`config.mk`:
```
export PLATFORM = sky130hd
export DESIGN_NAME = dc_line_seq
export DESIGN_NICKNAME = d
export VERILOG_FILES = /design/src/rtl/dc_line_seq_pkg.sv /design/src/rtl/dc_line_seq_tmo_cnt.sv /design/src/rtl/dc_line_seq.sv
export SDC_FILE = /design/constraint.sdc
export NUM_CORES = 1
export LEC_CHECK = 0
export CAP_MARGIN = 15
export CORE_AREA = 4 4 252 254
export DETAILED_ROUTE_END_ITERATION = 12
export DIE_AREA = 0 0 256 258
export PLACE_DENSITY_LB_ADDON = 0.08
export SLEW_MARGIN = 20
export SYNTH_ARGS = -nofsm -noshare
export SYNTH_HDL_FRONTEND = slang
export SYNTH_SLANG_ARGS = --single-unit
```
`constraint.sdc`:
```
create_clock -name clk -period 1.8 [get_ports clk]
set_input_delay 0.36 -clock clk [delete_from_list [all_inputs] [get_ports clk]]
set_output_delay 0.36 -clock clk [all_outputs]
set_load 0.02 [all_outputs]
```
`src/rtl/dc_line_seq_pkg.sv`:
```
// Shared definitions for the data-cache line sequencer.
package dc_pkg;

    localparam int LINE_W = 128;

    typedef enum logic [2:0] {
        S_IDLE      = 3'd0,
        S_WB_RD     = 3'd1,
        S_WB_CAP    = 3'd2,
        S_WB_REQ    = 3'd3,
        S_FILL_REQ  = 3'd4,
        S_FILL_WAIT = 3'd5,
        S_FILL_WR   = 3'd6,
        S_DONE      = 3'd7
    } state_t;

endpackage

```
`src/rtl/dc_line_seq_tmo_cnt.sv`:
```
// Clearable saturating wait counter; o_hit marks the TMO-th enabled cycle.
module dc_tmo_cnt #(
    parameter int TMO = 255
) (
    input  logic clk,
    input  logic rst_n,
    input  logic i_clr,
    input  logic i_en,
    output logic o_hit
);

    localparam int CW = $clog2(TMO + 1);

    logic [CW-1:0] r_cnt;

    always_ff @(posedge clk or negedge rst_n) begin
        if (!rst_n) begin
            r_cnt <= '0;
        end else if (i_clr) begin
            r_cnt <= '0;
        end else if (i_en && r_cnt != CW'(TMO)) begin
            r_cnt <= r_cnt + 1'b1;
        end
    end

    // Count holds the number of cycles already spent, so TMO-1 means this is the last allowed one.
    assign o_hit = i_en && (r_cnt == CW'(TMO - 1));

endmodule

```
`src/rtl/dc_line_seq.sv`:
```
// Whole-line writeback/fill sequencer between the MA data RAM line port and DRAM.
module dc_line_seq
    import dc_pkg::*;
#(
    parameter int DWIDTH = 11,
    parameter int LWIDTH = 23,
    parameter int TMO    = 255
) (
    input  logic              clk,
    input  logic              rst_n,
    input  logic              req_start,
    input  logic              req_wb,
    input  logic              req_fill,
    input  logic [DWIDTH-3:0] req_index,
    input  logic [LWIDTH-1:0] req_wb_adr,
    input  logic [LWIDTH-1:0] req_fill_adr,
    output logic              busy,
    output logic              done,
    output logic              err,
    output logic [DWIDTH-3:0] ram_radr_all,
    output logic              ram_ren_all,
    input  logic [LINE_W-1:0] ram_rdata_all,
    output logic [DWIDTH-3:0] ram_wadr_all,
    output logic [LINE_W-1:0] ram_wdata_all,
    output logic              ram_wen_all,
    output logic              dram_wreq,
    output logic [LWIDTH-1:0] dram_wadr,
    output logic [LINE_W-1:0] dram_wdata,
    input  logic              dram_wack,
    output logic              dram_rreq,
    output logic [LWIDTH-1:0] dram_radr,
    input  logic              dram_rack,
    input  logic              dram_rvalid,
    input  logic [LINE_W-1:0] dram_rdata
);

    state_t              r_state;
    logic                r_fill;
    logic                r_err;
    logic [DWIDTH-3:0]   r_index;
    logic [LWIDTH-1:0]   r_wb_adr;
    logic [LWIDTH-1:0]   r_fill_adr;
    logic [LINE_W-1:0]   r_buf;

    logic w_wait;
    logic w_chg;
    logic w_hit;

    assign w_wait = (r_state == S_WB_REQ) || (r_state == S_FILL_REQ) || (r_state == S_FILL_WAIT);

    // Mirrors the FSM's exit conditions so the counter restarts from zero in every new state.
    always_comb begin
        w_chg = 1'b1;
        case (r_state)
            S_IDLE:      w_chg = req_start;
            S_WB_REQ:    w_chg = dram_wack | w_hit;
            S_FILL_REQ:  w_chg = dram_rack | w_hit;
            S_FILL_WAIT: w_chg = dram_rvalid | w_hit;
            default:     w_chg = 1'b1;
        endcase
    end

    dc_tmo_cnt #(.TMO(TMO)) u_tmo (
        .clk   (clk),
        .rst_n (rst_n),
        .i_clr (w_chg),
        .i_en  (w_wait),
        .o_hit (w_hit)
    );

    always_ff @(posedge clk or negedge rst_n) begin
        if (!rst_n) begin
            r_state    <= S_IDLE;
            r_fill     <= 1'b0;
            r_err      <= 1'b0;
            r_index    <= '0;
            r_wb_adr   <= '0;
            r_fill_adr <= '0;
            r_buf      <= '0;
        end else begin
            case (r_state)
                S_IDLE: begin
                    if (req_start) begin
                        r_fill     <= req_fill;
                        r_index    <= req_index;
                        r_wb_adr   <= req_wb_adr;
                        r_fill_adr <= req_fill_adr;
                        r_state    <= req_wb ? S_WB_RD : (req_fill ? S_FILL_REQ : S_DONE);
                    end
                end
                S_WB_RD:  r_state <= S_WB_CAP;
                S_WB_CAP: begin
                    r_buf   <= ram_rdata_all;
                    r_state <= S_WB_REQ;
                end
                S_WB_REQ: begin
                    if (dram_wack) begin
                        r_state <= r_fill ? S_FILL_REQ : S_DONE;
                    end else if (w_hit) begin
                        r_err   <= 1'b1;
                        r_state <= S_DONE;
                    end
                end
                S_FILL_REQ: begin
                    if (dram_rack) begin
                        r_state <= S_FILL_WAIT;
                    end else if (w_hit) begin
                        r_err   <= 1'b1;
                        r_state <= S_DONE;
                    end
                end
                S_FILL_WAIT: begin
                    // Data arriving on the last allowed cycle still wins over the abort.
                    if (dram_rvalid) begin
                        r_buf   <= dram_rdata;
                        r_state <= S_FILL_WR;
                    end else if (w_hit) begin
                        r_err   <= 1'b1;
                        r_state <= S_DONE;
                    end
                end
                S_FILL_WR: r_state <= S_DONE;
                S_DONE: begin
                    r_err   <= 1'b0;
                    r_state <= S_IDLE;
                end
                default: r_state <= S_IDLE;
            endcase
        end
    end

    assign busy          = (r_state != S_IDLE);
    assign done          = (r_state == S_DONE);
    assign err           = r_err;
    assign ram_ren_all   = (r_state == S_WB_RD);
    assign ram_wen_all   = (r_state == S_FILL_WR);
    assign dram_wreq     = (r_state == S_WB_REQ);
    assign dram_rreq     = (r_state == S_FILL_REQ);
    assign ram_radr_all  = r_index;
    assign ram_wadr_all  = r_index;
    assign ram_wdata_all = r_buf;
    assign dram_wadr     = r_wb_adr;
    assign dram_wdata    = r_buf;
    assign dram_radr     = r_fill_adr;

endmodule

```
Word level (Yosys, flattened, before mapping)
Cells that the tools add are included.
{"block": "classes", "add_sub_neg": 1, "eq_ne": 14, "muxes": 19, "bitwise": 3, "reduce_logical": 12}
{"op": "$pmux W128 S2", "count": 1}
{"op": "$mux W128", "count": 1}
{"op": "$pmux W3 S8", "count": 1}
{"op": "$mux W3", "count": 6}
{"op": "$mux W8", "count": 2}
{"op": "$eq A3 B3 Y1 const B", "count": 4}
{"op": "$ne A2 B2 Y1 const B", "count": 5}
{"op": "$add A8 B1 Y8 const B", "count": 1}
{"op": "$eq A8 B8 Y1 const B", "count": 1}
{"op": "$ne A8 B8 Y1 const B", "count": 1}
{"op": "$pmux W1 S4", "count": 2}
{"op": "$eq A3 B2 Y1 const B", "count": 2}
{"op": "$mux W1", "count": 4}
{"op": "$mux W2", "count": 2}
{"op": "$reduce_and A2 Y1", "count": 2}
{"op": "$reduce_and A4 Y1", "count": 1}
{"op": "$reduce_bool A2 Y1", "count": 2}
{"op": "$reduce_bool A4 Y1", "count": 1}
{"op": "$eq A3 B1 Y1 const B", "count": 1}
{"op": "$logic_not A3 Y1", "count": 1}
{"op": "$or A1 B1 Y1", "count": 3}
{"op": "$reduce_bool A3 Y1", "count": 1}
{"op": "$logic_and A1 B1 Y1", "count": 2}
{"op": "$logic_or A1 B1 Y1", "count": 2}
{"block": "totals", "register_bits": 196, "input_bits": 319, "output_inout_bits": 327, "wordCells": 57}

Longest topological paths before layout
{"block": "logic_depth", "word_depth": 7, "ltp_mapped": 8, "mapped_depth_nobuf": 6}

Cells and area by module
From an unflattened synthesis, not the netlist that was laid out.
{"block": "unflattened", "hier_cells": 913, "area_unflattened_um2": 9789.4}
{"module": "dc_line_seq", "n_inst": 1, "cells_per_inst": 863, "area_each_um2": 9310.2, "seq_area_each_um2": 4704.5}
{"module": "dc_tmo_cnt", "n_inst": 1, "cells_per_inst": 50, "area_each_um2": 479.2, "seq_area_each_um2": 200.2}

Worst setup path before layout
No wires, ideal clock.
{"block": "synth_path", "kind": "register -> register", "from": "reg r_state[0]", "to": "reg r_fill_adr[16], in the netlist dram_radr[16]", "setup_time_ps": 125, "arrival_ps": 1683, "t_required_ps": 1675, "path_slack_ps": -7, "stages_incl_launch_ff": 7, "n_path_buf": 3, "synth_period_minus_slack_ps": 1807, "cell_sequence": "dfrtp_1 -> buf_6 -> or3_4 -> nor2_1 -> buf_4 -> buf_6 -> mux2_2"}
{"block": "synth_between", "elab_chain_len": 2}
{"item": "from (decl)", "line": "dc_line_seq.sv:37", "text": "state_t r_state;"}
{"item": "from (signal assigned)", "line": "dc_line_seq.sv:88", "text": "r_state <= req_wb ? S_WB_RD : (req_fill ? S_FILL_REQ : S_DONE);"}
{"item": "from (signal assigned)", "line": "dc_line_seq.sv:98", "text": "r_state <= r_fill ? S_FILL_REQ : S_DONE;"}
{"item": "$logic_not A3 Y1", "line": "dc_line_seq.sv:81", "text": "case (r_state)"}
{"item": "$reduce_and A2 Y1 (no line)"}
{"item": "to (signal assigned)", "line": "dc_line_seq.sv:87", "text": "r_fill_adr <= req_fill_adr;"}
{"item": "to (decl)", "line": "dc_line_seq.sv:42", "text": "logic [LWIDTH-1:0] r_fill_adr;"}
Every way passes these cells.
A chain may end at the register's enable or synchronous reset.

Worst setup path after layout
{"block": "layout_path", "from": "reg r_state[2]", "to": "out busy"}
{"block": "layout_between", "elab_chain_len": 1}
{"item": "$reduce_bool A3 Y1", "line": "dc_line_seq.sv:132", "text": "assign busy = (r_state != S_IDLE);"}
{"item": "to (decl)", "line": "dc_line_seq.sv:17", "text": "output logic busy,"}
Every way passes these cells.

==> run metrics <==
status finished with violations; violated checks negative setup slack; EDFF count, synth 0; first-pass GRT wire length 68.7 mm; # DRC 0; Yosys warning count 0; Die H 258 µm; I/O Pins 646; post-synthesis sequential element count a little under 200; largest net degree at the start of global routing slightly below 70; unrepaired setup endpoints after global routing yes; f_max 0.530 GHz; hold crit path type in2async; Synth top area share 49.7%; number of nets in the layout roughly 1,800; final period utilization 105%; 1st-iter DRT viols 214; antenna violations before repair 7; Mapped Area 9870 µm²; Post-synth top cells dfrtp_1, buf_4, nand2_1, mux2i_1, o21ai_0; vias in the first global route 9,540; final setup vio count 42; FFs w/ async S/R, synth 100%; Critical Path RT 1440 ps; CTS tree yes; DR WL/cell 22.0 µm; CP endpoint kind output pin; top sig layer met5; setup TNS -1300 ps; P per Cell Area 1790 nW/µm²; post-DP HPWL 35.7 mm; M1 WL 19.2 mm; worst r2r path cells 6; clock-pin slew on the worst setup and hold paths around 80 ps; die width approximately 260 µm; area grow syn2layout 91.0%; clock sinks ~200; R2R Setup Slk -70 ps; final hold vios 0; GRT Total Usage roughly 14%; via count 8,903; Max-Cap Viols 0; CTS H-Tree Depth 4; pins over their slew limit 0; kind of critical path reg2out; CP arrival 1530 ps; routed length on met3 ~3.4 mm; Placer Congestion 0.743; maximum fanout along the worst path 4; layout cell share with drive strength beyond 1 19.6%; Synth Flop Type dfrtp_1; Clock Tree Buf Depth 2; root buffer cell clkbuf_16; sequential fraction of the synthesis area about half; IO Port Bufs 645; P_leak between 9 and 10 nW; Via density 3.82; reg-to-reg startpoint r_state[2]; clock skew around 15 ps; final worst slack -85.9 ps; syn avg cell area between 10 and 15 µm²; RR Endpoint ram_radr_all[6]; total chip power 33.7 mW; Synth area leader dfrtp_1; Synth area leaders dfrtp_1, mux2i_1, buf_4; Row Count 91; relative slew slack 73.8%; drt first pass iters 4; Post-DRT Antenna Nets 0; Worst-Skew Late Latency 490 ps; Tmin final 1890 ps; Mapped Cells just over 900; Synthesized Nets ~1,200; Worst-Margin Slew 393 ps; Overflow after GRT 0; Die ar. 66,000 µm²; most instantiated library cell after synthesis dfrtp_1; met2 WL 27.7 mm; post-synth cell types 45; Detailed Route WL 51.2 mm; CP Launch Type register; Initial Util 16.1%; floorplan core area about 61,000 µm²; Num CTS Buffers 17; Peak VDD IR between 0.7 and 0.8 mV
==> power breakdown <==
group          switching (mW)  internal (mW)
Clock                    2.07           1.94
Combinational            11.1           10.2
Sequential               1.92           6.53
Total                    15.1           18.7
==> routing by layer <==
layer	vias to the layer above	GRT usage, %
li1	4219	-
met5	-	0
met4	2	4.02
met2	350	26.7
met1	4293	15.1
met3	39	5.22
==> sequential cells by signal, summed over array words and instances, names as in the netlist <==
name / flops
r_state: 3
u_tmo.r_cnt: 8
dram_wdata: 128
ram_radr_all: 9
r_fill: 1
err: 1
dram_radr: 23
dram_wadr: 23
==> kinds of logic after synthesis <==
kind of cell / Yosys count / share of synthesized area [%]
AO/OA/AOI/OAI: 160 / 8.66
XOR/XNOR: 4 / 0.355
adder cells (fa/ha/maj): 2 / 0.254
buffers and inverters: 195 / 13.9
flip-flops: 196 / 49.7
multiplexers: 186 / 19.6
AND/OR/NAND/NOR: 175 / 7.54
==> per-stage QoR <==
stage               instance area, µm²  cells  setup slack, ps  hold WS, ps  utilization [%]
floorplan                         9870    918             15.9         64.4                -
global placement                 16700   2225            -97.8          300             27.2
detailed placement               16700   2225            -79.9          301             27.2
CTS                              18000   2300             -164          330             29.5
global route                     18800   2324             -160          358             30.7
finish                           18800   2328            -85.9          361             30.8
==> final cells by class <==
type	instances	area (µm²)
diodes	6	15.0
clock buffers	17	425
clock inverters	15	149
fillers	6489	42400
inverters	5	18.8
multi-input cells	527	4140
flip-flops and latches	196	4910
well taps	790	988
repair buffers	772	8200
==> how the worst max path moves through the flow <==
stage                      to        from  cells after the start
5_1_grt                  busy  r_state[0]                      2
4_1_cts                  busy  r_state[2]                      2
3_5_place_dp   dram_wdata[33]  r_state[2]                      7
2_1_floorplan   dram_radr[16]  r_state[0]                      6
6_report                 busy  r_state[2]                      2
3_3_place_gp   dram_wdata[50]  r_state[2]                      7
==> worst max-delay path, stage by stage (launching register included) <==
cell	delay, ps
dfrtp_2	460
or3_4	420
buf_6	150
==> cells in the final DEF, fill, tap and decap left out, types with 9 or more instances in the layout <==
cell type,n
dlygate4sd2_1,320
clkdlybuf4s50_1,317
dfrtp_1,193
nand2_1,121
mux2i_1,106
o21ai_1,84
mux2_4,50
o21ai_0,39
buf_6,34
clkbuf_16,30
buf_4,29
buf_12,26
buf_16,23
nand2_2,18
mux2i_2,15
o21ai_2,13
mux2i_4,9
==> timing repair <==
action / CTS / global route
buffers inserted: 24 / 12
pin swaps: 21 / 11
cloned: 20 / 18
hold buffers: 1 / 0
endpoints found under the hold margin: 21 / 0
gates resized for setup: 506 / 133
setup endpoints to repair: 433 / 189
No activity file was read; power rests on OpenSTA's default activity.
